`src/rtl/if_fetch.sv`:
```
// +------------------------------------------------------------------------+
// | if_fetch: single-entry instruction fetch stage with redirect and drain |
// | Rev 1.0                                                                |
// +------------------------------------------------------------------------+
`default_nettype none

module if_fetch #(
  parameter logic [0:31] RESET_PC = 32'h00000000,
  parameter logic [0:31] NOP_INST = 32'hF0000000
) (
  input  logic        clk,
  input  logic        reset,
  input  logic        stall,
  input  logic        redirect,
  input  logic [0:31] redirect_pc,
  output logic        imem_req,
  output logic [0:31] imem_addr,
  input  logic        imem_ack,
  input  logic [0:31] imem_rdata,
  output logic [0:31] IF_inst,
  output logic [0:31] IF_pc,
  output logic        IF_valid
);

  localparam logic [1:0] S_IDLE  = 2'd0;
  localparam logic [1:0] S_BUSY  = 2'd1;
  localparam logic [1:0] S_DRAIN = 2'd2;

  logic [0:31] pc_q, pc_d;
  logic [0:31] req_addr_q, req_addr_d;
  logic [0:31] buf_inst_q, buf_inst_d;
  logic [0:31] buf_pc_q, buf_pc_d;
  logic        buf_valid_q, buf_valid_d;
  logic [1:0]  state_q, state_d;

  logic        can_issue;
  logic        fill;
  logic        unused_rpc_lsbs;

  assign unused_rpc_lsbs = ^redirect_pc[30:31];

  assign can_issue = (!buf_valid_q || !stall) && !redirect;
  assign imem_req  = reset && ((state_q != S_IDLE) || can_issue);
  assign imem_addr = (state_q == S_IDLE) ? pc_q : req_addr_q;
  // A response accepted while draining belongs to a fetch already abandoned.
  assign fill      = imem_req && imem_ack && !redirect && (state_q != S_DRAIN);

  always_comb begin
    pc_d        = pc_q;
    req_addr_d  = req_addr_q;
    buf_inst_d  = buf_inst_q;
    buf_pc_d    = buf_pc_q;
    buf_valid_d = buf_valid_q;
    state_d     = state_q;

    if (redirect) begin
      pc_d        = {redirect_pc[0:29], 2'b00};
      buf_valid_d = 1'b0;
      if (state_q != S_IDLE) begin
        state_d = imem_ack ? S_IDLE : S_DRAIN;
      end
    end else if (fill) begin
      buf_inst_d  = imem_rdata;
      buf_pc_d    = imem_addr;
      buf_valid_d = 1'b1;
      pc_d        = imem_addr + 32'd4;
      state_d     = S_IDLE;
    end else begin
      if (buf_valid_q && !stall) begin
        buf_valid_d = 1'b0;
      end
      if ((state_q == S_IDLE) && imem_req) begin
        req_addr_d = pc_q;
        state_d    = S_BUSY;
      end else if ((state_q == S_DRAIN) && imem_ack) begin
        state_d = S_IDLE;
      end
    end
  end

  always_ff @(posedge clk) begin
    if (!reset) begin
      pc_q        <= RESET_PC;
      req_addr_q  <= '0;
      buf_inst_q  <= '0;
      buf_pc_q    <= '0;
      buf_valid_q <= 1'b0;
      state_q     <= S_IDLE;
    end else begin
      pc_q        <= pc_d;
      req_addr_q  <= req_addr_d;
      buf_inst_q  <= buf_inst_d;
      buf_pc_q    <= buf_pc_d;
      buf_valid_q <= buf_valid_d;
      state_q     <= state_d;
    end
  end

  assign IF_inst  = buf_valid_q ? buf_inst_q : NOP_INST;
  assign IF_pc    = buf_valid_q ? buf_pc_q : '0;
  assign IF_valid = buf_valid_q;

endmodule

`default_nettype wire

```
`config.mk`:
```
export PLATFORM = sky130hd
export DESIGN_NAME = if_fetch
export DESIGN_NICKNAME = d
export VERILOG_FILES = /design/src/rtl/if_fetch.sv
export SDC_FILE = /design/constraint.sdc
export NUM_CORES = 1
export LEC_CHECK = 0
export ABC_CLOCK_PERIOD_IN_PS = 8300
export CAP_MARGIN = 40
export CORE_MARGIN = 4
export CORE_UTILIZATION = 28
export CTS_BUF_LIST = sky130_fd_sc_hd__clkbuf_8 sky130_fd_sc_hd__clkbuf_16
export DETAILED_ROUTE_END_ITERATION = 12
export HOLD_SLACK_MARGIN = 0.05
export SETUP_SLACK_MARGIN = 0.02
export SLEW_MARGIN = 5
export SYNTH_ARGS = -nofsm -noshare
export SYNTH_HDL_FRONTEND = slang
export SYNTH_SLANG_ARGS = --single-unit
```
`constraint.sdc`:
```
create_clock -name clk -period 8.3 [get_ports clk]
set_input_delay 1.245 -clock clk [delete_from_list [all_inputs] [get_ports clk]]
set_output_delay 1.245 -clock clk [all_outputs]
set_load 0.01 [all_outputs]
```
# == Word-level counts from Yosys, hierarchy flattened ==
# Cells that the tools add are included.
# totals
memories,0
output_inout_bits,98
romBits,0
word_cells,49
ram_bits,0
inputBits,69
latchBits,0
regBits,131
# op_classes
div_mod_pow,0
multipliers,0
n_reduce_logical,22
bitwise_logic,3
n_mux,13
magnitude_cmp,0
eq_ne,3
shift,0
add_sub_neg,1
# op_table
cell,n
$mux W32,5
$add A32 B3 Y32 const B,1
$mux W2,6
$logic_and A1 B1 Y1,8
$reduce_bool A2 Y1,3
$reduce_and A2 Y1,2
$reduce_bool A4 Y1,1
$logic_not A1 Y1,3
$not A1 Y1,3
$reduce_and A3 Y1,1
$eq A2 B2 Y1 const B,1
$logic_not A2 Y1,1
$logic_or A1 B1 Y1,2
$mux W1,2
$ne A2 B1 Y1 const B,1
$ne A2 B2 Y1 const B,1
$reduce_or A2 Y1,1

# == Logic depth before layout (Yosys ltp) ==
# logic_depth
depth_word,10
depth_mapped,12
mapped_depth_nobuf,8

# == Worst setup path before layout ==
# OpenSTA, ideal clock, no wires.
# synth_timing
path_kind,input to output
start,input reset
end,output imem_req
arrival_ps,2160
path_buffers,3
required_time_ps,7055
path_stages,5
path_slack_ps,4895
cell_sequence,clkbuf_1 > inv_1 > clkbuf_1 > clkbuf_1 > nor2_1
# synth_between
elab_chain_cells,1
# synth_rtl
item,line,source
"start, declared",12,"input logic reset,"
$logic_and A1 B1 Y1,43,assign imem_req = reset && ((state_q != S_IDLE) || can_issue);
"end, declared",16,"output logic imem_req,"
# No other way between the ends.

# == Worst setup path in the final report ==
# Ends and elaborated chain as after synthesis.

==> impl_metrics.tcl <==
set metrics [dict create \
    status "completed" \
    relSlewSlack 0.224 \
    whs_ns 0.449 \
    drt-initial-drc-count 624 \
    finalCritPeriodShare 0.564 \
    power.density_nw_per_um2 184 \
    numCtsBuffers 17 \
    synth_nets 934 \
    place_congestion 0.808 \
    p_leak_nw 3.43 \
    drc 0 \
    place_hpwl_mm 15.7 \
    coreArea_um2 23500 \
    path_cells "clkdlybuf4s50_1 -> buf_4 -> clkinv_2 -> nor2_1 -> clkdlybuf4s50_1" \
    rsz0062_at_grt "false" \
    grt_pass1_wl_mm 36.1 \
    tns_ns 0 \
    wl_met2_mm 10.9 \
    routed_wl_mm 23.2 \
    tightest_slew_ns 1.16 \
    cts_resized 0 \
    fp.dieH_um 163 \
    dr_wl_met3_mm 1.67 \
    finalHoldViolCount 0 \
    path_common_cell "clkdlybuf4s50_1" \
    dr.pass1.iters 6 \
    num_vias 6721 \
    async_flop_share 0 \
    crit_path_max_fanout 46 \
    cts-htree-levels 4 \
    ant_nets 0 \
    syn_area_per_cell_um2 7.74 \
    synth-edff-count 0 \
    cpMaxStageDelayCell "clkinv_2" \
    critical_path_arrival_ns 3.44 \
    cts_setup_buffers 0 \
    clk_pin_slew_worst_paths_ns 0.06 \
    min_period_ns 4.68 \
    avgRoutedWirePerCell_um 17.5 \
    fin_nets 1065 \
    globalRoute.totalOverflow 0 \
    yosys_warnings 0 \
    insertion_delay_ns 0.43 \
    clock-skew-final_ns 0.0107 \
    place_area_um2 8590 \
    synth_cell_types 63 \
    vias_per_cell 5.06 \
    final_cell_area_um2 9220 \
    grt_pass1_vias 6446 \
    wl_met1_mm 10.3 \
    root_buffer "clkbuf_16" \
    critPathKind "in2out" \
    timing.critical_path.from_type "input port" \
    grt_max_degree 66 \
    syn_to_final_growth_pct 37.9 \
    maxCapViolCount 0 \
    synth_area_um2 6690 \
    antennaDiodeCount 0 \
    finalMaxSlewViolations 0 \
    synthCells 864 \
    top_layer "met4" \
    worstPathRequired_ns 7.05 \
    dieArea_um2 26400 \
    port-buffer-count 164 \
    ys_seq_area_frac 0.392 \
    fillers 2415 \
    cts_tree "built" \
    endpoint_kind "primary output" \
    cp_slowest_stage_delay_ns 0.60 \
    cts_sinks 131 \
    antenna_found_initial 0 \
    track_usage 0.173 \
    die_width_um 163 \
    clockBufferDepth 2 \
    start_util 0.285 \
    ys_ff_latch 131 \
    hp-class "reg2reg" \
    ctsHoldBuffers 0 \
    drive_gt1_frac 0.0704 \
    std_cell_rows 56 \
    ioPinCount 167 \
    ir_drop_mv 0.121 \
    finalSetupViolCount 0 \
    ys.flop_type "dfxtp_1" \
    max_freq_ghz 0.214 \
]
==> cells in the mapped netlist, types with 3 or more instances <==
cell | instances | area, µm²
or3b_1 | 3 | 26.3
nand3_1 | 20 | 100
buf_2 | 7 | 35.0
dfxtp_1 | 131 | 2620
o21ai_1 | 3 | 15.0
o311ai_1 | 6 | 52.6
nand4bb_1 | 7 | 78.8
o22ai_1 | 5 | 31.3
a21o_1 | 3 | 22.5
a222oi_1 | 4 | 40.0
or3_1 | 7 | 43.8
nor2_1 | 45 | 169
clkbuf_1 | 56 | 210
a32o_1 | 7 | 70.1
or4bb_1 | 3 | 33.8
and3_1 | 3 | 18.8
a211oi_1 | 22 | 165
o211a_1 | 10 | 100
inv_1 | 22 | 82.6
or2_2 | 3 | 18.8
mux2i_1 | 19 | 190
nor3_1 | 9 | 45.0
nor4bb_1 | 4 | 40.0
a31oi_1 | 4 | 25.0
mux2_2 | 7 | 78.8
o21ai_0 | 29 | 145
and2_1 | 65 | 407
o31ai_1 | 4 | 30.0
nand4_1 | 11 | 68.8
nand2b_1 | 10 | 62.6
o211ai_1 | 14 | 105
a22oi_1 | 6 | 45.0
or4_1 | 10 | 75.1
nand2_1 | 188 | 706
a21oi_1 | 78 | 390
xnor2_1 | 4 | 35.0
==> kinds of logic after synthesis <==
kind of cell,Yosys count,share of synthesized area
adders and majority gates,1,0.00187
and+or+nand+nor,396,0.294
xor gates and xnor gates,6,0.00786
buffers and inverters,91,0.0552
DFF,131,0.392
muxes,26,0.0402
AOI/OAI and AO/OA,213,0.209
==> worst paths after layout <==
check / cells past startpoint / start / slack [ns] / end
setup / recovery: 5 / reset / 3.62 / imem_req
hold / removal: 2 / buf_inst_q[28] / 0.45 / buf_inst_q[28]
setup reg to reg: 8 / state_q[0] / 4.41 / pc_q[5]
hold reg to reg: 2 / buf_inst_q[28] / 0.45 / buf_inst_q[28]
==> metrics by stage <==
stage	utilization	instances	worst slack [ns]	total power, mW
floorplan	-	864	4.90	0.790
global placement	0.365	1294	3.22	0.892
detailed placement	0.366	1295	3.58	0.894
CTS	0.393	1327	3.58	1.71
global route	0.393	1327	3.45	1.76
finish	0.393	1327	3.62	1.70
==> registers in the layout, summed over array words and instances, names as in the netlist <==
| signal | flops |
|---|---|
| buf_inst_q | 32 |
| IF_valid | 1 |
| state_q | 2 |
| req_addr_q | 32 |
| pc_q | 32 |
| buf_pc_q | 32 |
==> routing by layer <==
metal | vias up | GRT usage
li1 | 3288 | -
met1 | 3154 | 0.225
met2 | 254 | 0.285
met3 | 25 | 0.0395
met4 | 0 | 0.0530
met5 | - | 0
==> layout by cell type (no fill, tap or decap), types with 5 or more instances in the layout <==
master,count
nor3_1,9
nand2b_1,10
mux2i_1,19
o211a_1,9
o21ai_0,29
dfxtp_1,129
or3_1,7
a22oi_1,6
inv_1,21
a211oi_1,22
a32o_1,7
clkbuf_16,17
and2_1,65
nand4_1,11
a21oi_1,78
nand3_1,20
or4_1,10
o22ai_1,5
nor2_1,44
nand4bb_1,7
nand2_1,188
o311ai_1,6
clkdlybuf4s50_1,164
mux2_2,7
buf_4,15
o211ai_1,14
==> critical path, delay by kind of cell <==
kind	cells	cell delay, ns
simple gates	1	0.26
buf+inv	4	1.93
==> power breakdown <==
group | switching [mW] | leakage, nW | internal (mW) | total (mW)
clock | 0.308 | 0.312 | 0.507 | 0.815
sequential | 0.0220 | 1.07 | 0.655 | 0.677
combinational | 0.109 | 2.05 | 0.0949 | 0.204
total | 0.439 | 3.43 | 1.26 | 1.70
==> final cells by class <==
| cell class | instances | area, µm² | area share |
|---|---|---|---|
| clock inverter | 15 | 205 | 0.0223 |
| inverter | 23 | 87.6 | 0.00950 |
| tap | 319 | 399 | 0.0433 |
| timing repair buffer | 180 | 1770 | 0.192 |
| sequential | 131 | 2630 | 0.285 |
| multi-input combinational | 642 | 3710 | 0.402 |
| clock buffer | 17 | 425 | 0.0461 |
(Power assumes the default switching activity.)
